File: src/rtl/mem_arbiter_pkg.sv
// Shared types and constants for the two-port memory arbiter.
// Holds the FSM state encoding, port indices, idle bus values and default parameters.
package mem_arbiter_pkg;

  typedef enum logic [1:0] {
    ST_IDLE = 2'd0,
    ST_OWN0 = 2'd1,
    ST_OWN1 = 2'd2
  } arb_state_e;

  localparam logic PORT_CPU = 1'b0;
  localparam logic PORT_LDR = 1'b1;

  localparam logic [15:0] IDLE_ADDR          = 16'hFFFF;
  localparam int          DEF_TIMEOUT_CYCLES = 255;
  localparam logic [31:0] DEF_ERR_DATA       = 32'hDEADBEEF;

  typedef struct packed {
    logic        ren;
    logic        wen;
    logic [15:0] addr;
    logic [31:0] wdata;
    logic [3:0]  wr_mask;
  } port_req_t;

  function automatic arb_state_e own_state(input logic idx);
    return idx ? ST_OWN1 : ST_OWN0;
  endfunction

endpackage

File: src/rtl/rr_arb2.sv
// Two-way round-robin picker: on a tie the port that did not win last time is chosen.
// Purely combinational; no backpressure of its own.
module rr_arb2
  import mem_arbiter_pkg::*;
(
  input  logic [1:0] i_req,
  input  logic       i_last_grant,
  output logic       o_grant,
  output logic       o_valid
);

  always_comb begin
    o_valid = |i_req;
    o_grant = PORT_CPU;
    case (i_req)
      2'b01:   o_grant = PORT_CPU;
      2'b10:   o_grant = PORT_LDR;
      2'b11:   o_grant = ~i_last_grant;
      default: o_grant = PORT_CPU;
    endcase
  end

endmodule

File: src/rtl/mem_arbiter.sv
// Arbitrates CPU (port 0) and loader (port 1) onto one memory port with read timeout.
// Grant one cycle after request; requesters are held off until their completion pulse.
module mem_arbiter
  import mem_arbiter_pkg::*;
#(
  parameter int          TIMEOUT_CYCLES = DEF_TIMEOUT_CYCLES,
  parameter logic [31:0] ERR_DATA       = DEF_ERR_DATA
) (
  input  logic        clk,
  input  logic        rst_n,
  input  logic        m0_ren,
  input  logic        m0_wen,
  input  logic [15:0] m0_addr,
  input  logic [31:0] m0_wdata,
  input  logic [3:0]  m0_wr_mask,
  output logic [31:0] m0_rdata,
  output logic        m0_rd_valid,
  output logic        m0_wr_done,
  input  logic        m1_ren,
  input  logic        m1_wen,
  input  logic [15:0] m1_addr,
  input  logic [31:0] m1_wdata,
  input  logic [3:0]  m1_wr_mask,
  output logic [31:0] m1_rdata,
  output logic        m1_rd_valid,
  output logic        m1_wr_done,
  output logic        mem_ren,
  output logic        mem_wen,
  output logic [15:0] mem_addr,
  output logic [31:0] mem_wdata,
  output logic [3:0]  mem_wr_mask,
  input  logic [31:0] mem_rdata,
  input  logic        mem_rd_valid,
  output logic        err
);

  // Timeout fires on the wait cycle where the count already holds TIMEOUT_CYCLES-1.
  localparam logic [15:0] TMO_LAST_CNT = 16'(TIMEOUT_CYCLES - 1);

  arb_state_e  r_state;
  arb_state_e  w_state_nxt;
  logic        r_last_grant;
  logic [15:0] r_wait_cnt;
  logic        r_err;

  port_req_t   w_port0;
  port_req_t   w_port1;
  port_req_t   w_cur;
  logic        w_own_idx;
  logic [1:0]  w_req;
  logic        w_grant_idx;
  logic        w_grant_vld;
  logic        w_grant_now;
  logic        w_rd_done;
  logic        w_wr_done;
  logic        w_timeout;
  logic        w_rd_wait;
  logic [31:0] w_rdata;

  assign w_port0 = '{ren: m0_ren, wen: m0_wen, addr: m0_addr, wdata: m0_wdata, wr_mask: m0_wr_mask};
  assign w_port1 = '{ren: m1_ren, wen: m1_wen, addr: m1_addr, wdata: m1_wdata, wr_mask: m1_wr_mask};

  assign w_own_idx = (r_state == ST_OWN1) ? PORT_LDR : PORT_CPU;
  assign w_cur     = (w_own_idx == PORT_LDR) ? w_port1 : w_port0;
  assign w_req     = {m1_ren | m1_wen, m0_ren | m0_wen};

  rr_arb2 u_rr_arb2 (
    .i_req        (w_req),
    .i_last_grant (r_last_grant),
    .o_grant      (w_grant_idx),
    .o_valid      (w_grant_vld)
  );

  assign w_grant_now = (r_state == ST_IDLE) && w_grant_vld;
  assign w_rd_wait   = mem_ren && !mem_rd_valid;

  always_ff @(posedge clk or negedge rst_n) begin
    if (!rst_n) begin
      r_state <= ST_IDLE;
    end else begin
      r_state <= w_state_nxt;
    end
  end

  always_comb begin
    w_state_nxt = r_state;
    mem_ren     = 1'b0;
    mem_wen     = 1'b0;
    mem_addr    = IDLE_ADDR;
    mem_wdata   = '0;
    mem_wr_mask = 4'b1111;
    w_rd_done   = 1'b0;
    w_wr_done   = 1'b0;
    w_timeout   = 1'b0;
    w_rdata     = '0;
    case (r_state)
      ST_IDLE: begin
        if (w_grant_vld) begin
          w_state_nxt = own_state(w_grant_idx);
        end
      end
      ST_OWN0, ST_OWN1: begin
        mem_addr    = w_cur.addr;
        mem_wdata   = w_cur.wdata;
        mem_wr_mask = w_cur.wr_mask;
        w_state_nxt = ST_IDLE;
        // A write wins over a simultaneous read request.
        if (w_cur.wen) begin
          mem_wen   = 1'b1;
          w_wr_done = 1'b1;
        end else if (w_cur.ren) begin
          mem_ren = 1'b1;
          if (mem_rd_valid) begin
            w_rd_done = 1'b1;
            w_rdata   = mem_rdata;
          end else if (r_wait_cnt == TMO_LAST_CNT) begin
            w_rd_done = 1'b1;
            w_timeout = 1'b1;
            w_rdata   = ERR_DATA;
          end else begin
            w_state_nxt = r_state;
          end
        end
      end
      default: w_state_nxt = ST_IDLE;
    endcase
  end

  always_ff @(posedge clk or negedge rst_n) begin
    if (!rst_n) begin
      r_last_grant <= PORT_LDR;
      r_wait_cnt   <= '0;
      r_err        <= 1'b0;
    end else begin
      if (w_grant_now) begin
        r_last_grant <= w_grant_idx;
        r_wait_cnt   <= '0;
      end else if (w_rd_wait) begin
        r_wait_cnt <= r_wait_cnt + 16'd1;
      end
      if (w_timeout) begin
        r_err <= 1'b1;
      end
    end
  end

  assign m0_rd_valid = w_rd_done && (w_own_idx == PORT_CPU);
  assign m1_rd_valid = w_rd_done && (w_own_idx == PORT_LDR);
  assign m0_wr_done  = w_wr_done && (w_own_idx == PORT_CPU);
  assign m1_wr_done  = w_wr_done && (w_own_idx == PORT_LDR);
  assign m0_rdata    = m0_rd_valid ? w_rdata : '0;
  assign m1_rdata    = m1_rd_valid ? w_rdata : '0;
  assign err         = r_err | w_timeout;

endmodule

File: config.mk
export PLATFORM = sky130hd
export DESIGN_NAME = mem_arbiter
export DESIGN_NICKNAME = d
export VERILOG_FILES = /design/src/rtl/mem_arbiter_pkg.sv /design/src/rtl/rr_arb2.sv /design/src/rtl/mem_arbiter.sv
export SDC_FILE = /design/constraint.sdc
export NUM_CORES = 1
export LEC_CHECK = 0
export CORE_AREA = 3 3 101 103
export CTS_BUF_LIST = sky130_fd_sc_hd__clkbuf_8
export CTS_CLUSTER_SIZE = 40
export DETAILED_ROUTE_END_ITERATION = 10
export DIE_AREA = 0 0 104 106
export HOLD_SLACK_MARGIN = 0.06
export PLACE_DENSITY = 0.76
export SYNTH_ARGS = -nofsm -noshare
export SYNTH_HDL_FRONTEND = slang
export SYNTH_HIERARCHICAL = 1
export SYNTH_SLANG_ARGS = --single-unit
File: constraint.sdc
create_clock -name clk -period 3.4 [get_ports clk]
set_clock_uncertainty 0.15 [all_clocks]
set_input_delay 0.68 -clock clk [delete_from_list [all_inputs] [get_ports clk]]
set_output_delay 0.68 -clock clk [all_outputs]
set_load 0.01 [all_outputs]
# [Yosys cells after proc, flatten, opt, wreduce, memory -nomap -nowiden]
# Cells that the tools add are included.
[word_totals] ff_bits=20 latch_bits=0 ramBits=0 romBits=0 in_bits=143 output_inout_bits=123 word_cells=65 mem_count=0
[classes] n_addsub=1 multipliers=0 div_mod_pow=0 order_cmp=0 n_eq_ne=7 n_shift=0 mux=36 n_bitwise=5 reduce_logical=12
[op_table] cell="$mux W32" n=8
[op_table] cell="$mux W54" n=1
[op_table] cell="$mux W16" n=3
[op_table] cell="$add A16 B1 Y16 const B" n=1
[op_table] cell="$eq A16 B8 Y1 const B" n=1
[op_table] cell="$mux W1" n=15
[op_table] cell="$mux W2" n=6
[op_table] cell="$eq A2 B2 Y1 const B" n=3
[op_table] cell="$logic_and A1 B1 Y1" n=6
[op_table] cell="$ne A5 B5 Y1 const B" n=1
[op_table] cell="$mux W4" n=1
[op_table] cell="$pmux W2 S2" n=1
[op_table] cell="$reduce_or A2 Y1" n=2
[op_table] cell="$or A1 B1 Y1" n=3
[op_table] cell="$eq A2 B1 Y1 const B" n=1
[op_table] cell="$logic_not A2 Y1" n=1
[op_table] cell="$ne A2 B2 Y1 const B" n=1
[op_table] cell="$not A1 Y1" n=2
[op_table] cell="$pmux W1 S2" n=1
[op_table] cell="$reduce_and A2 Y1" n=1
[op_table] cell="$reduce_bool A2 Y1" n=1
[op_table] cell="$logic_not A1 Y1" n=1

# [Depth between registers and ports, before layout]
# Gate-level depths: netlist of the first run.
[logic_depth] word_depth=9 ltp_mapped=9 depth_no_buf=6

# [Modules after synthesis]
# Netlist of the first run, hierarchy kept.
[by_module_without_submodules] module="mem_arbiter" instances=1 cells_each=370 area_each_um2=2573.7 seq_area_each_um2=501.7
[by_module_without_submodules] module="rr_arb2" instances=1 cells_each=2 area_each_um2=13.8 seq_area_each_um2=0.0

# [Worst setup path before layout of the first run]
# No wires, ideal clock.
[synth_path] kind="register -> output" from="reg r_state[0]" to="out m1_rdata[10]" arrival_time_ps=1697 t_required_ps=2570 slack_ps=873 path_stages_with_launch=10 path_buffers=3 cell_sequence="dfrtp_1 inv_1 ha_1 buf_2 and3b_1 buf_2 and4_1 clkbuf_1 nand2_1 nand2_1"
[synth_via] elab_chain_len=8 word_cells_on_any_way=13 cone_classes="eq/ne (2); mux (9); reduce/logical (2)"
[synth_lines] element="from (decl)" line_no="mem_arbiter.sv:40" text="arb_state_e r_state;"
[synth_lines] element="from (signal assigned)" line_no="mem_arbiter.sv:81" text="r_state <= w_state_nxt;"
[synth_lines] element="$eq A2 B2 Y1" line_no="mem_arbiter.sv:63, mem_arbiter.sv:96"
[synth_lines] element="$mux W1" line_no="mem_arbiter.sv:63" text="assign w_own_idx = (r_state == ST_OWN1) ? PORT_LDR : PORT_CPU;"
[synth_lines] element="$mux W54" line_no="mem_arbiter.sv:64" text="assign w_cur = (w_own_idx == PORT_LDR) ? w_port1 : w_port0;"
[synth_lines] element="$mux W1" line_no="mem_arbiter.sv:111" text="end else if (w_cur.ren) begin"
[synth_lines] element="$mux W1" line_no="mem_arbiter.sv:108" text="if (w_cur.wen) begin"
[synth_lines] element="$mux W1" line_no="mem_arbiter.sv:96" text="case (r_state)"
[synth_lines] element="$logic_and A1 B1 Y1" line_no="mem_arbiter.sv:148" text="assign m1_rd_valid = w_rd_done && (w_own_idx == PORT_LDR);"
[synth_lines] element="$mux W32 *" line_no="mem_arbiter.sv:152" text="assign m1_rdata = m1_rd_valid ? w_rdata : '0;"
[synth_lines] element="to (decl)" line_no="mem_arbiter.sv:24" text="output logic [31:0] m1_rdata,"
# Mark *: on every way between the ends. The rest lies on a longest branch, timed or not.

# [Final worst setup path of the first run]
[layout_path] from="in m1_wen" to="out m1_rdata[14]"
[layout_via] elab_chain_len=5 word_cells_on_any_way=7 cone_classes="mux (6); reduce/logical (1)"
[layout_lines] element="from (decl)" line_no="mem_arbiter.sv:20" text="input logic m1_wen,"
[layout_lines] element="$mux W54 *" line_no="mem_arbiter.sv:64"
[layout_lines] element="$mux W1" line_no="mem_arbiter.sv:108"
[layout_lines] element="$mux W1" line_no="mem_arbiter.sv:96"
[layout_lines] element="$logic_and A1 B1 Y1" line_no="mem_arbiter.sv:148"
[layout_lines] element="$mux W32 *" line_no="mem_arbiter.sv:152"
# Marked as above.

==> results of run 1 <==
-- cell type report --
| cell class | instances | area (µm²) |
|---|---|---|
| antenna | 1 | 2.50 |
| clock buffer | 3 | 41.3 |
| clock inverter | 1 | 30.0 |
| fill | 827 | 3550 |
| inverter | 8 | 30.0 |
| multi-input combinational | 314 | 1950 |
| sequential | 20 | 502 |
| tap | 129 | 161 |
| timing repair buffer | 288 | 3020 |
-- flip-flops by register name (all words and copies together), names as in the netlist --
name and cells:
r_wait_cnt 16, r_err 1, r_state 2, r_last_grant 1
-- how the worst max path moves through the flow --
stage / from / to / slack (ns)
2_1_floorplan: r_state[0] / m1_rdata[10] / 0.87
3_3_place_gp: m1_wen / m1_rdata[24] / 0.04
3_5_place_dp: m0_wen / m1_rdata[28] / 0.01
4_1_cts: m0_wen / m1_rdata[28] / 0.01
5_1_grt: m1_wen / m1_rdata[0] / -0.003
6_report: m1_wen / m1_rdata[14] / 0.07
-- logic make-up (layout without fill, tap and decap cells) --
kind of cell	count (synthesis)	after routing	synth area share, %
multiplexers	54	54	20.9
adder cells (fa/ha/maj)	4	4	1.93
XOR/XNOR	3	3	1.02
buffers and inverters	38	300	6.09
AO/OA/AOI/OAI	38	38	9.38
other	0	1	0
AND/OR/NAND/NOR	215	215	41.2
flip-flops	20	20	19.4
-- metrics by stage --
stage          instance area, µm²  TNS (ns)
3_3_place_gp                 5470         0
5_1_grt                      5740  -0.00298
6_report                     5740         0
2_1_floorplan                2590         0
3_5_place_dp                 5470         0
4_1_cts                      5540         0
-- critical path: stages --
cell and delay, ns:
clkdlybuf4s50_1 0.43, and3b_2 0.28, and4_4 0.28, buf_12 0.14
and2_1 0.14, clkdlybuf4s50_1 0.54
-- repair_timing --
| item | CTS | global route |
|---|---|---|
| hold buffers | 0 | 0 |
| buffers inserted | 0 | 4 |
| pin swaps | 0 | 1 |
| gates cloned | 0 | 2 |
| resized for setup | 1 | 47 |
| setup endpoints to repair | 35 | 63 |
-- synth_stat cells (6+ instances only) --
library cell | instances | share of area, %
o31ai_1 | 6 | 1.7
inv_1 | 8 | 1.2
clkbuf_1 | 18 | 2.6
nor2_1 | 9 | 1.3
dfrtp_1 | 19 | 18
nor2b_1 | 33 | 8.0
or3_1 | 6 | 1.5
buf_2 | 12 | 2.3
and2_1 | 18 | 4.4
or4_1 | 6 | 1.7
mux2i_1 | 53 | 21
nand2_1 | 118 | 17
o21ai_0 | 8 | 1.5
a21oi_1 | 13 | 2.5
-- layer usage --
layer	GRT usage, %	part of all wire [%]	vias up
met2	42.2	54	169
met4	9.02	4.8	0
li1	-	-	1771
met5	0	0	-
met3	5.22	7.5	30
met1	21.2	33	1676
-- power groups by stage --
stage                     sequential [mW]  combinational, mW  clock, mW
after floorplan                     0.276              0.955          0
after global placement              0.280               2.04          0
after detailed placement            0.281               2.05          0
after CTS                           0.277               2.06      0.242
after global routing                0.280               2.17      0.250
final                               0.278               2.03      0.240
==> flow_metrics.env, run 1 <==
export IMPL_ys_types=41
export IMPL_boundaryPins=266
export IMPL_global_route_overflow_total=0
export IMPL_numClockSinks=20
export IMPL_mapped_nets=519
export IMPL_leakagePower_nw=3.14
export IMPL_syn_mean_instance_area_um2=6.96
export IMPL_synth_edff_count=0
export IMPL_slew_headroom_pct=38.2
export IMPL_seqPwrFrac_pct=10.9
export IMPL_grt_pass1_vias=3605
export IMPL_grtUsageTotal_pct=21.4
export IMPL_run_status="finished, final reports clean"
export IMPL_p_comb_share_pct=79.6
export IMPL_seq_area_frac_synth_pct=19.4
export IMPL_endpoint_kind="output port"
export IMPL_dr_pass1_iters=4
export IMPL_yosys_register_bits=20
export IMPL_setup_viol=0
export IMPL_pwr_density_cell_nw_per_um2=444
export IMPL_synth_main_ff_cell="dfrtp_1"
export IMPL_power_internal_mw=1.53
export IMPL_finalHoldWorstSlack_ns=0.316
export IMPL_layout_common_cells="clkdlybuf4s50_1 (222), nand2_1 (118), mux2i_1 (53), dlymetal6s2s_1 (43), nor2b_1 (33)"
export IMPL_yosys_warnings=6
export IMPL_timing_setup_critical_path_class="in -> out"
export IMPL_cts_buffers=3
export IMPL_worstReg2RegStart="r_state[1]"
export IMPL_setup_slack_ns=0.0730
export IMPL_final_period_utilization_pct=97.9
export IMPL_detail_route_drc_violations=0
export IMPL_holdPathStages=1
export IMPL_fin_cells=764
export IMPL_drive_gt1_share_pct=6.31
export IMPL_worst_path_max_fanout=16
export IMPL_critical_path_required_ns=2.57
export IMPL_tritoncts="yes"
export IMPL_first_iter_violations=125
export IMPL_grt_start_max_net_pins=55
export IMPL_vias_per_cell=4.77
export IMPL_regToRegEndpoint="r_wait_cnt[11]"
export IMPL_net_switching_power_mw=1.02
export IMPL_dpl_cell_count=753
export IMPL_chipWidth_um=104
export IMPL_design_die_area_um2=11000
export IMPL_synthesis_area_um2=2590
export IMPL_worst_endpoint_arrival_ns=2.50
export IMPL_hold_violations=0
export IMPL_pre_cts_ws_ns=0.0129
export IMPL_r2r_slack_ns=0.99
export IMPL_maxSlewViolCount=0
export IMPL_syn_inst=372
export IMPL_most_common_cell_after_layout_fill_and_taps_aside="clkdlybuf4s50_1"
export IMPL_detailedPlacementHpwl_um=10800
export IMPL_num_vias=3646
export IMPL_clock_path_buffers=2
export IMPL_power_switching_share_pct=40.0
export IMPL_p_total_mw=2.55
export IMPL_hp_class="reg -> reg"
export IMPL_wl_per_cell_um=16.9
export IMPL_globalplace_congestion=0.952
export IMPL_cts_root_buffer="clkbuf_8"
export IMPL_final_cell_utilization_of_the_core_pct=61.8
export IMPL_clock_latency_ns=0.26
export IMPL_grt_first_pass_wirelength_um=19100
export IMPL_drt_antenna_violating_nets=0
export IMPL_initial_utilization_pct=27.9
export IMPL_min_from="r_err"
export IMPL_clk_slew_on_worst_s_h_paths_ns=0.08
export IMPL_die_height_um=106
export IMPL_layout_overhead_on_the_synthesized_area_pct=122
export IMPL_fmaxAchievable_ghz=0.301
export IMPL_crit_path_time_final_ns=3.33
export IMPL_initial_antenna_violation_count=1
export IMPL_ctsHtreeMaxLevel=1
export IMPL_final_wl_um=12900
export IMPL_maxCapViolCount=0
export IMPL_timing_hold_worst_endpoint="r_err"
export IMPL_worst_r2r_cell_count=7
export IMPL_nNetsFinal=782
export IMPL_ir_drop_v=0.000337
export IMPL_buffer_ports_inserted=265
export IMPL_power_share_clock_pct=9.4
export IMPL_crit_path_start_kind="primary input"
export IMPL_core_region_area_um2=9280
export IMPL_max_slew_worst_pin_slew_ns=0.924
export IMPL_placement_rows=35
export IMPL_synthArstFlopShare_pct=100
Power figures use the tool's default switching activity.
==> run 2: changes to the inputs <==
--- a/config.mk
+++ b/config.mk
@@ -12,6 +12,7 @@
 export DIE_AREA = 0 0 104 106
 export HOLD_SLACK_MARGIN = 0.06
 export PLACE_DENSITY = 0.76
+export SETUP_SLACK_MARGIN = 0.3
 export SYNTH_ARGS = -nofsm -noshare
 export SYNTH_HDL_FRONTEND = slang
 export SYNTH_HIERARCHICAL = 1
==> run 2 against run 1 <==
Against the previous run:
- core utilization is 0.13 points lower
- register-to-register slack is essentially flat
- routed wire length up 1.9%
- setup slack better by 0.23 ns
- sequential power is essentially flat
- cell area shrank 0.22%
- critical endpoint is now m1_rdata[20]
- largest cell class unchanged
==> flow_metrics.env, run 2 (synthesized netlist as in run 1, its figures left out) <==
export IMPL_grt_setup_unrepaired="true"
export IMPL_min_from="r_err"
export IMPL_slew_headroom_pct=37.6
export IMPL_buffer_ports_inserted=265
export IMPL_registers_top_by_ff_count="r_wait_cnt"
export IMPL_grt_start_max_net_pins=55
export IMPL_layout_common_cells="clkdlybuf4s50_1 (202), nand2_1 (115), mux2i_1 (53), nor2b_1 (32), dlygate4sd2_1 (32)"
export IMPL_timing_setup_critical_path_class="in -> out"
export IMPL_boundaryPins=266
export IMPL_leakagePower_nw=2.93
export IMPL_power_internal_mw=1.60
export IMPL_core_region_area_um2=9280
export IMPL_area_taken_by_multi_input_logic_gates_um2=1990
export IMPL_biggestRegsByFlops="r_wait_cnt: 16 flops, r_state: 2 flops"
export IMPL_most_common_cell_after_layout_fill_and_taps_aside="clkdlybuf4s50_1"
export IMPL_fin_cells=772
export IMPL_cts_buffers=3
export IMPL_crit_path_time_final_ns=3.10
export IMPL_run_status="finished, final reports clean"
export IMPL_setup_total_negative_slack_ns=0
export IMPL_critical_path_required_ns=2.57
export IMPL_hold_violations=0
export IMPL_grt_first_pass_wirelength_um=19400
export IMPL_tritoncts="yes"
export IMPL_cts_root_buffer="clkbuf_8"
export IMPL_regToRegEndpoint="r_wait_cnt[11]"
export IMPL_grtUsageTotal_pct=21.9
export IMPL_worstReg2RegStart="r_state[1]"
export IMPL_wl_per_cell_um=17.0
export IMPL_worst_endpoint_arrival_ns=2.27
export IMPL_maxSlewViolCount=0
export IMPL_worst_path_max_fanout=16
export IMPL_drt_antenna_violating_nets=0
export IMPL_detail_route_drc_violations=0
export IMPL_ctsHoldBuffers=0
export IMPL_final_fill_count=851
export IMPL_clock_path_buffers=2
export IMPL_chipWidth_um=104
export IMPL_max_slew_worst_pin_slew_ns=0.933
export IMPL_final_wl_um=13200
export IMPL_nNetsFinal=789
export IMPL_timing_hold_worst_endpoint="r_err"
export IMPL_maxCapViolCount=0
export IMPL_initial_utilization_pct=27.9
export IMPL_pwr_density_cell_nw_per_um2=462
export IMPL_grt_pass1_vias=3640
export IMPL_final_period_utilization_pct=91.1
export IMPL_largest_reg_flops=16
export IMPL_fmaxAchievable_ghz=0.323
export IMPL_die_height_um=106
export IMPL_numClockSinks=20
export IMPL_holdPathStages=1
export IMPL_clock_latency_ns=0.26
export IMPL_setup_viol=0
export IMPL_drive_gt1_share_pct=10.3
export IMPL_p_comb_share_pct=80.5
export IMPL_clk_slew_on_worst_s_h_paths_ns=0.08
export IMPL_initial_antenna_violation_count=2
export IMPL_ctsHtreeMaxLevel=1
export IMPL_power_share_clock_pct=9.1
export IMPL_power_switching_share_pct=39.6
export IMPL_ir_drop_v=0.000336
export IMPL_seq_area_um2=502
export IMPL_global_route_overflow_total=0
export IMPL_vias_per_cell=4.76
export IMPL_num_vias=3675
export IMPL_design_die_area_um2=11000
export IMPL_placement_rows=35
export IMPL_hp_class="reg -> reg"
export IMPL_layout_overhead_on_the_synthesized_area_pct=121
export IMPL_globalplace_congestion=0.952
export IMPL_dpl_cell_count=753
export IMPL_first_iter_violations=128
export IMPL_seqPwrFrac_pct=10.4
export IMPL_worst_r2r_cell_count=7
export IMPL_dr_pass1_iters=5
export IMPL_crit_path_start_kind="primary input"
export IMPL_detailedPlacementHpwl_um=10800
export IMPL_r2r_slack_ns=1.00
export IMPL_net_switching_power_mw=1.05
export IMPL_endpoint_kind="output port"
export IMPL_finalHoldWorstSlack_ns=0.334
run 2: cell types whose count changed in the layout (fill, tap and decap cells not counted), sizes merged:
cell / before / now
dlymetal6s2s: 43 / 19
dlygate4sd2: 0 / 32
clkbuf: 5 / 12
diode: 1 / 2
clkdlybuf4s50: 222 / 202
clkdlybuf4s15: 0 / 1
buf: 21 / 32
run 2: per-stage QoR:
step	util, %	area [µm²]	power (mW)	setup slack, ns
after floorplan	-	2590	1.23	0.873
after global placement	58.9	5470	2.32	0.0443
after detailed placement	58.9	5470	2.33	0.0129
after CTS	60.3	5600	2.60	0.230
after global routing	61.6	5720	2.80	0.219
final	61.7	5730	2.64	0.301
run 2: layout make-up:
cell class                      instances  area share [%]
Sequential cell                        20            8.76
Clock buffer                            3           0.721
Clock inverter                          1           0.524
Antenna cell                            2          0.0874
Inverter                                8           0.524
Timing Repair Buffer                  295            51.7
Multi-Input combinational cell        314            34.8
Tap cell                              129            2.82
run 2: worst max-delay path, stage by stage:
cell and delay [ns]:
dlygate4sd2_1 0.25, and3b_2 0.27, and4_4 0.26, buf_12 0.15
and2_1 0.13, clkdlybuf4s50_1 0.53
run 2: per-layer routing:
layer  wire length (µm)  vias to the layer above  global-route usage [%]  part of all wire [%]
met5                  0                        -                       0                     0
met4                554                        0                    8.64                   4.2
met3               1010                       28                    5.59                   7.7
met2               7240                      173                    43.5                    55
met1               4350                     1686                    21.6                    33
li1                   -                     1788                       -                     -
run 2: power by group through the flow:
stage          registers [mW]  logic (mW)  clock network [mW]
6_report                0.275        2.13               0.239
5_1_grt                 0.277        2.27               0.251
3_5_place_dp            0.281        2.05                   0
3_3_place_gp            0.280        2.04                   0
2_1_floorplan           0.276       0.955                   0
4_1_cts                 0.272        2.09               0.242
run 2: worst max path at each step:
stage,startpoint,to,slack (ns),cells past startpoint
2_1_floorplan,r_state[0],m1_rdata[10],0.87,9
3_3_place_gp,m1_wen,m1_rdata[24],0.04,6
3_5_place_dp,m0_wen,m1_rdata[28],0.01,7
4_1_cts,r_state[0],mem_wen,0.23,6
5_1_grt,r_wait_cnt[0],m1_rdata[5],0.22,8
6_report,m1_wen,m1_rdata[20],0.30,6
run 2: what timing repair did:
| action | CTS | global route |
|---|---|---|
| setup endpoints to repair | 102 | 69 |
| pin swaps | 3 | 7 |
| buffers inserted | 7 | 3 |
| gates resized for setup | 55 | 59 |
| cloned | 1 | 2 |
